<file path="src/rtl/vga_pkg.sv">
// Shared definitions for the text console: screen geometry defaults,
// controller state encoding and the control codes it recognises.
package vga_pkg;

    localparam int          COLS_DEF  = 160;
    localparam int          ROWS_DEF  = 64;
    localparam logic [7:0]  BLANK_DEF = 8'h20;

    localparam logic [7:0]  CH_BS = 8'h08;
    localparam logic [7:0]  CH_LF = 8'h0A;
    localparam logic [7:0]  CH_FF = 8'h0C;
    localparam logic [7:0]  CH_CR = 8'h0D;

    typedef enum logic [1:0] {
        IDLE      = 2'd0,
        WRITE     = 2'd1,
        CLEAR_ROW = 2'd2,
        CLEAR_ALL = 2'd3
    } state_e;

    // Codes that occupy a screen cell (space through tilde).
    function automatic logic is_printable(input logic [7:0] code);
        return (code >= 8'h20) && (code <= 8'h7E);
    endfunction

endpackage

</file>
<file path="src/rtl/clear_counter.sv">
// Sequences the cells of a blanking pass. col_q/row_q hold the cell the
// controller is currently writing; col_o/row_o give the cell after it and
// done_o flags that the current cell is the final one of the pass.
module clear_counter
    import vga_pkg::*;
#(
    parameter int COLS = COLS_DEF,
    parameter int ROWS = ROWS_DEF
) (
    input  logic       clk,
    input  logic       rst_n,
    input  logic       start_i,
    input  logic       row_only_i,
    input  logic [6:0] start_row_i,
    output logic       done_o,
    output logic [7:0] col_o,
    output logic [6:0] row_o
);

    localparam logic [7:0] COL_MAX = 8'(COLS - 1);
    localparam logic [6:0] ROW_MAX = 7'(ROWS - 1);

    logic [7:0] col_q;
    logic [6:0] row_q;
    logic       active_q;
    logic       row_only_q;
    logic       last_cell;

    assign last_cell = (col_q == COL_MAX) && (row_only_q || (row_q == ROW_MAX));
    assign done_o    = active_q && last_cell;
    assign col_o     = (col_q == COL_MAX) ? 8'd0 : col_q + 8'd1;
    assign row_o     = (col_q == COL_MAX) ? row_q + 7'd1 : row_q;

    // Load on start, then step row-major until the last cell has been written.
    always_ff @(posedge clk or negedge rst_n) begin
        if (!rst_n) begin
            col_q      <= 8'd0;
            row_q      <= 7'd0;
            active_q   <= 1'b0;
            row_only_q <= 1'b0;
        end else if (start_i) begin
            col_q      <= 8'd0;
            row_q      <= start_row_i;
            active_q   <= 1'b1;
            row_only_q <= row_only_i;
        end else if (active_q) begin
            if (last_cell) begin
                active_q <= 1'b0;
            end else begin
                col_q <= col_o;
                row_q <= row_o;
            end
        end
    end

endmodule

</file>
<file path="src/rtl/text_console_ctrl.sv">
// Character-stream console controller: turns a byte stream into screen RAM
// writes, tracks the cursor, and blanks rows/the whole screen on demand.
module text_console_ctrl
    import vga_pkg::*;
#(
    parameter int         COLS  = COLS_DEF,
    parameter int         ROWS  = ROWS_DEF,
    parameter logic [7:0] BLANK = BLANK_DEF
) (
    input  logic        clk,
    input  logic        rst_n,
    input  logic        in_valid,
    input  logic [7:0]  in_data,
    output logic        in_ready,
    output logic        wr_en,
    output logic [14:0] wr_addr,
    output logic [7:0]  wr_data,
    output logic [7:0]  cursor_x,
    output logic [6:0]  cursor_y,
    output logic        busy
);

    localparam logic [7:0] COL_MAX = 8'(COLS - 1);
    localparam logic [6:0] ROW_MAX = 7'(ROWS - 1);

    state_e      state_q;
    logic [7:0]  cursor_x_q;
    logic [6:0]  cursor_y_q;
    logic        wr_en_q;
    logic [14:0] wr_addr_q;
    logic [7:0]  wr_data_q;

    logic        accept;
    logic [6:0]  next_row_d;
    logic        clr_start;
    logic        clr_row_only;
    logic [6:0]  clr_start_row;
    logic        clr_done;
    logic [7:0]  clr_col;
    logic [6:0]  clr_row;

    assign in_ready = (state_q == IDLE);
    assign busy     = (state_q != IDLE);
    assign accept   = in_valid && in_ready;

    assign next_row_d = (cursor_y_q == ROW_MAX) ? 7'd0 : cursor_y_q + 7'd1;

    // A clear pass starts on LF/FF acceptance or when a write fills the last column.
    assign clr_start     = (accept && ((in_data == CH_LF) || (in_data == CH_FF)))
                         || ((state_q == WRITE) && (cursor_x_q == COL_MAX));
    assign clr_row_only  = !(accept && (in_data == CH_FF));
    assign clr_start_row = clr_row_only ? next_row_d : 7'd0;

    clear_counter #(
        .COLS (COLS),
        .ROWS (ROWS)
    ) u_clear_counter (
        .clk         (clk),
        .rst_n       (rst_n),
        .start_i     (clr_start),
        .row_only_i  (clr_row_only),
        .start_row_i (clr_start_row),
        .done_o      (clr_done),
        .col_o       (clr_col),
        .row_o       (clr_row)
    );

    // Controller FSM; the write port and cursor are registered alongside the state.
    always_ff @(posedge clk or negedge rst_n) begin
        if (!rst_n) begin
            state_q    <= IDLE;
            cursor_x_q <= 8'd0;
            cursor_y_q <= 7'd0;
            wr_en_q    <= 1'b0;
            wr_addr_q  <= 15'd0;
            wr_data_q  <= 8'd0;
        end else begin
            case (state_q)
                IDLE: begin
                    wr_en_q <= 1'b0;
                    if (accept) begin
                        if (is_printable(in_data)) begin
                            state_q   <= WRITE;
                            wr_en_q   <= 1'b1;
                            wr_addr_q <= {cursor_y_q, cursor_x_q};
                            wr_data_q <= in_data;
                        end else if (in_data == CH_LF) begin
                            cursor_x_q <= 8'd0;
                            cursor_y_q <= next_row_d;
                            state_q    <= CLEAR_ROW;
                            wr_en_q    <= 1'b1;
                            wr_addr_q  <= {next_row_d, 8'd0};
                            wr_data_q  <= BLANK;
                        end else if (in_data == CH_CR) begin
                            cursor_x_q <= 8'd0;
                        end else if (in_data == CH_BS) begin
                            if (cursor_x_q != 8'd0) begin
                                cursor_x_q <= cursor_x_q - 8'd1;
                            end
                        end else if (in_data == CH_FF) begin
                            cursor_x_q <= 8'd0;
                            cursor_y_q <= 7'd0;
                            state_q    <= CLEAR_ALL;
                            wr_en_q    <= 1'b1;
                            wr_addr_q  <= 15'd0;
                            wr_data_q  <= BLANK;
                        end
                    end
                end
                WRITE: begin
                    if (cursor_x_q == COL_MAX) begin
                        // Line full: wrap and blank the row we move onto.
                        cursor_x_q <= 8'd0;
                        cursor_y_q <= next_row_d;
                        state_q    <= CLEAR_ROW;
                        wr_en_q    <= 1'b1;
                        wr_addr_q  <= {next_row_d, 8'd0};
                        wr_data_q  <= BLANK;
                    end else begin
                        cursor_x_q <= cursor_x_q + 8'd1;
                        state_q    <= IDLE;
                        wr_en_q    <= 1'b0;
                    end
                end
                CLEAR_ROW, CLEAR_ALL: begin
                    if (clr_done) begin
                        state_q <= IDLE;
                        wr_en_q <= 1'b0;
                    end else begin
                        wr_en_q   <= 1'b1;
                        wr_addr_q <= {clr_row, clr_col};
                    end
                end
                default: begin
                    state_q <= IDLE;
                    wr_en_q <= 1'b0;
                end
            endcase
        end
    end

    assign wr_en    = wr_en_q;
    assign wr_addr  = wr_addr_q;
    assign wr_data  = wr_data_q;
    assign cursor_x = cursor_x_q;
    assign cursor_y = cursor_y_q;

endmodule

</file>
<file path="config.mk">
export PLATFORM = sky130hd
export DESIGN_NAME = text_console_ctrl
export DESIGN_NICKNAME = d
export VERILOG_FILES = /design/src/rtl/vga_pkg.sv /design/src/rtl/clear_counter.sv /design/src/rtl/text_console_ctrl.sv
export SDC_FILE = /design/constraint.sdc
export NUM_CORES = 1
export LEC_CHECK = 0
export ABC_AREA = 1
export CAP_MARGIN = 20
export CORE_MARGIN = 1
export CORE_UTILIZATION = 40
export DETAILED_ROUTE_END_ITERATION = 12
export GPL_TIMING_DRIVEN = 1
export HOLD_SLACK_MARGIN = 0.1
export PLACE_DENSITY_LB_ADDON = 0.08
export SLEW_MARGIN = 5
export SYNTH_ARGS = -nofsm -noshare
export SYNTH_HDL_FRONTEND = slang
export SYNTH_SLANG_ARGS = --single-unit
</file>
<file path="constraint.sdc">
create_clock -name clk -period 3.4 [get_ports clk]
set_input_delay 0.51 -clock clk [delete_from_list [all_inputs] [get_ports clk]]
set_output_delay 0.51 -clock clk [all_outputs]
set_load 0.02 [all_outputs]
</file>
Yosys cells after proc, flatten, opt, wreduce, memory -nomap -nowiden. Cells that the tools add are included.

Bits in registers: 58. Latch bits: 0. ROM bits: 0. RAM bits: 0. Memories kept: 0. Output and inout bits: 41. Logic and storage cells: 130.

Reduce and logical (&&, ||, !) cells: 23. Add/subtract/negate cells: 5. Order comparisons: 2. Divide/modulo/power cells: 0. Bitwise gates (word level): 0. Eq/ne operators: 25. Multipliers: 0. Shift-type cells: 0. Muxes and demuxes: 65.

Operators by type and width (count): $mux 8 (19); $mux 15 (8); $mux 7 (13); $pmux 15 s3 (1); $eq 8x4->1 const B (4); $pmux 8 s2 (2); $add 8x1->8 const B (2); $eq 8x8->1 const B (2); $mux 2 (8); $add 7x1->7 const B (2); $eq 7x6->1 const B (2); $pmux 7 s2 (1); $reduce_and 6->1 (2); $mux 1 (11); $reduce_and 5->1 (2); $ge 8x6->1 const B (1); $le 8x7->1 const B (1); $ne 2x2->1 const B (4); $ne 4x4->1 const B (2); $reduce_bool 8->1 (1); $sub 8x1->8 const B (1); $logic_and 1x1->1 (7); $reduce_and 7->1 (1); $ne 3x3->1 const B (2); 15 further kinds (21).

Longest topological paths before layout.
Depth in word-level cells: 8. Gate-level depth with buffers: 13.

Modules after synthesis. A second synthesis with hierarchy kept.

Cell total of the unflattened synthesis: 604. Area total of the unflattened synthesis: 4237.8 um^2.

By module, submodules not included: text_console_ctrl (cells an instance 432, times used 1, area each 2989.1 um^2); clear_counter (cells an instance 172, times used 1, area each 1248.7 um^2).

Worst setup path after synthesis. OpenSTA, ideal clock, no wires.

Kind: reg2reg. From: register cursor_x_q[0], in the netlist cursor_x[0]. To: register wr_addr_q[12], in the netlist wr_addr[12]. Data required time: 3335 ps. Clock period less this slack: 1717 ps. Setup slack: 1683 ps. Stages on the path, launching flop included: 10. Data arrival time: 1651 ps. Path buffers: 1. Cells stage by stage: dfrtp_1 > ha_1 > nand4_1 > inv_1 > nand3_2 > nand2_2 > nor3_4 > buf_6 > nand3_1 > nand2_1.

Cells in the longest elaborated chain, start to end: 3.

Ends and longest elaborated chain: from (decl) (RTL line text_console_ctrl.sv:27) `logic [7:0] cursor_x_q;`; from (signal assigned) (RTL line text_console_ctrl.sv:98) `cursor_x_q <= cursor_x_q - 8'd1;`; from (signal assigned) (RTL line text_console_ctrl.sv:120) `cursor_x_q <= cursor_x_q + 8'd1;`; $eq 8x8->1 (RTL line text_console_ctrl.sv:111) `if (cursor_x_q == COL_MAX) begin`; $ne 2x1->1 (no line); $reduce_and 6->1 (no line); to (signal assigned) (RTL line text_console_ctrl.sv:92) `wr_addr_q <= {next_row_d, 8'd0};`; to (signal assigned) (RTL line text_console_ctrl.sv:117) `wr_addr_q <= {next_row_d, 8'd0};`; to (signal assigned) (RTL line text_console_ctrl.sv:131) `wr_addr_q <= {clr_row, clr_col};`; to (decl) (RTL line text_console_ctrl.sv:30) `logic [14:0] wr_addr_q;`.

No other way between the ends. A chain may end at the register's enable or synchronous reset.

Worst setup path after layout.
From: register state_q[1]. To: output port busy.

Cells in the longest elaborated chain, start to end: 1.

Ends and longest elaborated chain: from (decl) (RTL line text_console_ctrl.sv:26) `state_e state_q;`; from (signal assigned) (RTL line text_console_ctrl.sv:71) `state_q <= IDLE;`; from (signal assigned) (RTL line text_console_ctrl.sv:83) `state_q <= WRITE;`; from (signal assigned) (RTL line text_console_ctrl.sv:90) `state_q <= CLEAR_ROW;`; $reduce_bool 2->1 (RTL line text_console_ctrl.sv:43) `assign busy = (state_q != IDLE);`; to (decl) (RTL line text_console_ctrl.sv:20) `output logic busy`.

No other way between the ends.

==> run summary <==
Outcome - finished, final reports clean
Num CTS Buffers - 9
Crit path largest cell delay - 0.90 ns
Yosys reg bits - 58
Main area contributors after synthesis - dfrtp_1 (38%), nand2_1 (22%), nand3_1 (8.5%)
HP Class - in2async
Clock sink count - 58
Max frequency - 381 MHz
CP Launch Type - register
Final period util - 0.771
Dominant cell type by area after synthesis - dfrtp_1
Final Instance Area - 0.00464 mm2
Synth cell count leaders - nand2_1 (221), nand3_1 (65), dfrtp_1 (58)
Asr flop ratio synth - 1.00
Relative slew slack - 0.432
Post-synth top flop - dfrtp_1
Initial antenna violation count - 0
Clock skew - 0.00752 ns
Post-CTS sizing - 0
Placed inst area - 0.00442 mm2
Core Util, Final - 0.503
First-pass GRT wire length - 17400 um
Tmin final - 2.62 ns
Post-synth EDFFs - 0
# port buffers - 51
Die Y - 99.9 um
Core area - 0.00924 mm2
Hold slack - 0.316 ns
CTS H-tree depth - 3
Worst slew pin tran - 0.853 ns
CP Max Fanout - 15
Crit path DAT - 2.11 ns
Vias/cell - 4.99
# diodes - 0
WL/cell - 13.9 um
Top cell type's share of synthesized area - 0.379
Syn Nets - 578
Unrepaired setup endpoints after global routing - false
# IOs - 52
Layout cells sized above 1 - 0.0844
Final setup viols - 0
Worst-path clk slew - 0.07 ns
Leakage - 2.37 nW
Cts hold-fix bufs - 0
Vias in the first global route - 3549
1st-iter DRT viols - 181
Total track usage - 0.224
P per Cell Area - 314 mW/mm2
Clk buf depth - 2
Root Driver - clkbuf_8
Post-CTS Setup Inserts - 0
Die width - 99.9 um
Global route total overflow - 0
Top-count cell post-synth - nand2_1
Slowest CP cell - dfrtp_1
Row count - 35
Synth warnings - 0
Max VDD drop - 0.000191 V
CTS tree - done
Crit-path cells - nor2_8 -> inv_1 -> clkdlybuf4s50_1
Initial Utilization - 0.415
Final TNS setup - 0 ns
Syn Area/Cell - 6.83 um2
Die ar. - 0.00997 mm2
Largest net degree at the start of global routing - 59
Insertion delay to the later sink of the worst-skew pair - 0.33 ns
Max-cap viol count - 0
Routed vias - 3721
Iteration count of the initial detailed-routing pass - 4
Final Hold Vio Count - 0
Seq/Total Area, Yosys - 0.379
Worst EP required - 2.89 ns
Netlist cell types - 33
Setup CP Type - reg2out
Synth-to-layout area growth - 21.2%
Cells after Synth - 561
Placer Congestion - 0.927
Detailed Route WL - 10400 um
Residual DRC count - 0
Fin nets - 629
Crit. End Element - output port
Slew Limit Fails - 0
Final ANT Viol Nets - 0
Mapped Area - 0.00383 mm2
Final HPWL DP - 7640 um
==> layer usage <==
metal | global-route usage | vias up | share of wire
met5 | 0 | - | 0
met2 | 0.358 | 101 | 0.46
met1 | 0.313 | 1729 | 0.49
li1 | - | 1881 | -
met4 | 0.0509 | 0 | 0.0097
met3 | 0.0453 | 10 | 0.038
==> sequential cells by signal (all words and copies together), names as in the netlist <==
register / cells
u_clear_counter.active_q: 1
u_clear_counter.row_q: 7
wr_data: 8
wr_en: 1
u_clear_counter.row_only_q: 1
wr_addr: 15
state_q: 2
cursor_y: 7
u_clear_counter.col_q: 8
cursor_x: 8
==> layout by cell type, fill, tap and decap left out, types with 3 or more instances in the layout <==
master / netlist / routed
nand3_1: 65 / 65
clkbuf_8: 0 / 14
inv_2: 8 / 8
xor2_1: 7 / 7
nor2_1: 39 / 39
nand2_1: 221 / 221
nand4_1: 9 / 9
nor2_2: 5 / 5
xnor2_1: 5 / 5
nand3_2: 3 / 3
o21ai_1: 3 / 3
dfrtp_1: 58 / 58
o21ai_0: 38 / 38
clkdlybuf4s50_1: 0 / 50
nand2_2: 7 / 7
inv_1: 52 / 52
o22ai_1: 4 / 4
ha_1: 6 / 6
buf_4: 2 / 3
==> kinds of logic (layout without fill, tap and decap cells) <==
group	after synthesis	after routing	synth area share
AOI/OAI and AO/OA	49	49	0.0686
xor gates and xnor gates	12	12	0.0274
adders and majority gates	6	6	0.0196
DFF	58	58	0.379
and+or+nand+nor	362	362	0.421
buffers and inverters	74	129	0.0846
==> final timing paths <==
| path | from | end | slack, ns | depth (start not counted) |
|---|---|---|---|---|
| min in group clk | wr_data[5] | wr_data[5] | 0.49 | 2 |
| max | state_q[1] | busy | 0.78 | 3 |
| max in group asynchronous | rst_n | cursor_x[1] | 2.57 | 2 |
| max reg2reg | u_clear_counter.col_q[0] | wr_addr[4] | 0.91 | 8 |
| min reg2reg | wr_data[5] | wr_data[5] | 0.49 | 2 |
| min | rst_n | wr_addr[8] | 0.32 | 2 |
==> power by group <==
| part | switching [mW] | internal, mW |
|---|---|---|
| clock network | 0.280 | 0.435 |
| logic | 0.0321 | 0.0179 |
| registers | 0.00163 | 0.691 |
| total | 0.313 | 1.14 |
==> final cells by class <==
cell class                      count  area, um2
Clock buffer                       14        193
Clock inverter                      1       30.0
Fill cell                         969       4600
Inverter                           60        225
Multi-Input combinational cell    429       2060
Sequential cell                    58       1450
Tap cell                          129        161
Timing Repair Buffer               54        528
==> per-stage QoR <==
step,std cells,power (mW),worst slack (ns)
4_1_cts,745,1.47,0.770
5_1_grt,745,1.51,0.661
2_1_floorplan,561,0.723,1.68
3_3_place_gp,730,0.756,0.877
6_report,745,1.46,0.779
3_5_place_dp,730,0.757,0.836
==> worst max-delay path: cells and delay by family, from the launching register on <==
kind	cells	cell delay (ns)
buf+inv	2	0.80
simple gates	1	0.08
flops	1	0.90
Note: power is estimated with default switching activity, not from simulation.
==> RTL edit, RTL diff (same settings) <==
Encoding of `state_e`: now one-hot (4 bits for 4 states).
--- a/src/rtl/vga_pkg.sv
+++ b/src/rtl/vga_pkg.sv
@@ -11,11 +11,11 @@
     localparam logic [7:0]  CH_FF = 8'h0C;
     localparam logic [7:0]  CH_CR = 8'h0D;
 
-    typedef enum logic [1:0] {
-        IDLE      = 2'd0,
-        WRITE     = 2'd1,
-        CLEAR_ROW = 2'd2,
-        CLEAR_ALL = 2'd3
+    typedef enum logic [3:0] {
+        IDLE      = 4'b0001,
+        WRITE     = 4'b0010,
+        CLEAR_ROW = 4'b0100,
+        CLEAR_ALL = 4'b1000
     } state_e;
 
     // Codes that occupy a screen cell (space through tilde).
Behaviour: same outputs for any inputs over 4 cycles, from zero or initial values and one cycle with rst_n low; so few cycles prove little.
==> RTL edit against the unedited design <==
- count of clock-buffer cells in the layout is 3 lower
- core utilization is 0.62 points lower
- fmax is 11% higher
- setup slack better by 0.25 ns
- die area is 5.5% higher
- sequential cell count is 2 higher
- final area is 4.5% higher
- synthesized area is 5.6% higher
- routed wire length is 3.5% higher
- critical path depth is 1 higher
- first-iteration DRC count is 9.4% higher
Power is not compared: it rests on default switching activity, and its combinational part moved more than twofold at a synthesized area within 25%.
==> RTL edit: results (changes against the unedited design) <==
[drt]
via_per_inst = 4.92  ; -1.5%
first_iter_violations = 198  ; +9.4%
routed_wl_mm = 10.7  ; +3.5%
drtPass1Iterations = 4  ; unchanged

[final_layout]
nets = 673  ; +7.0%
fillers = 1022  ; +5.5%
drive_above_1_share = 0.0788  ; -0.00563

[global_route]
grt_pass1_wl_mm = 17.9  ; +2.9%
grt_max_degree = 42  ; -29%
grt_util_all_layers = 0.225  ; +0.000886
grt_pass1_vias = 3778  ; +6.5%

[placement]
dp_hpwl_mm = 7.84  ; +2.7%
place.gp.congestion = 0.850  ; -8.3%

[yosys]
synth_cell_types = 35  ; +6.1%
synthesis.nets = 623  ; +7.8%
yosysWarnings = 0  ; unchanged
yosysSeqAreaShare = 0.371  ; -0.00736
synth_commonest_cells = 242 x nand2_1, 67 x nand3_1, 64 x inv_1

[outcome]
outcome = finished, final reports clean

[timing]
final.setup_skew_ns = 0.00761  ; +0.0000937 ns
slew_headroom = 0.629  ; +0.198

[clock_tree]
root_buffer = clkbuf_8
clock_latency_ns = 0.35  ; +0.02 ns

[worst_setup_path]
critPathSlowestCell = clkdlybuf4s50_1
max_stage_delay_ns = 0.60  ; -0.30 ns
cp.arrival_ns = 1.86  ; -0.25 ns
crit_family = buffers and inverters
worstPathMaxFanout = 7  ; -8

-- RTL edit: cell type report --
| class | instances | area (µm²) | area share |
|---|---|---|---|
| clock buffer | 11 | 141 | 0.0291 |
| tap | 133 | 166 | 0.0343 |
| clock inverter | 4 | 97.6 | 0.0201 |
| timing repair buffer | 52 | 513 | 0.106 |
| multi-input combinational | 459 | 2150 | 0.442 |
| sequential | 60 | 1500 | 0.310 |
| inverter | 74 | 285 | 0.0588 |
-- RTL edit: stage by stage --
stage | std cells | util | area, µm² | setup slack [ns] | power, µW
finish | 793 | 0.496 | 4850 | 1.03 | 3030
global route | 793 | 0.496 | 4850 | 0.868 | 3240
CTS | 793 | 0.496 | 4850 | 0.998 | 3050
detailed placement | 778 | 0.472 | 4610 | 0.856 | 2240
global placement | 778 | 0.472 | 4610 | 0.861 | 2220
floorplan | 606 | - | 4050 | 1.72 | 1820
-- RTL edit: cell families (layout without fill, tap and decap cells) --
kind of cell             after synthesis  after routing  share of synthesized area
XOR/XNOR                              13             13                     0.0281
flip-flops                            60             60                      0.371
buffers and inverters                 87            141                     0.0981
AND/OR/NAND/NOR                      392            392                      0.419
adder cells (fa/ha/maj)                6              6                     0.0186
AO/OA/AOI/OAI                         48             48                     0.0646
-- RTL edit: layer usage --
layer | GRT usage | vias to the layer above | wire length, µm
met5 | 0 | - | 0
met4 | 0.0934 | 0 | 221
met3 | 0.0325 | 16 | 400
met2 | 0.354 | 92 | 4810
met1 | 0.310 | 1801 | 5310
li1 | - | 1994 | -
-- RTL edit: path summary, 6_finish.rpt --
path	startpoint	end	slack, ns
setup / recovery	state_q[3]	in_ready	1.03
hold / removal	rst_n	u_clear_counter.row_q[5]	0.12
setup reg to reg	state_q[0]	cursor_y[4]	1.03
hold reg to reg	wr_addr[1]	wr_addr[1]	0.48
max in group asynchronous	rst_n	state_q[0]	2.35
min in group clk	wr_addr[1]	wr_addr[1]	0.48
-- RTL edit: where the power goes --
part           switching [µW]  internal [µW]
logic                     741            442
clock network             303            504
registers                 158            886
total                    1200           1830
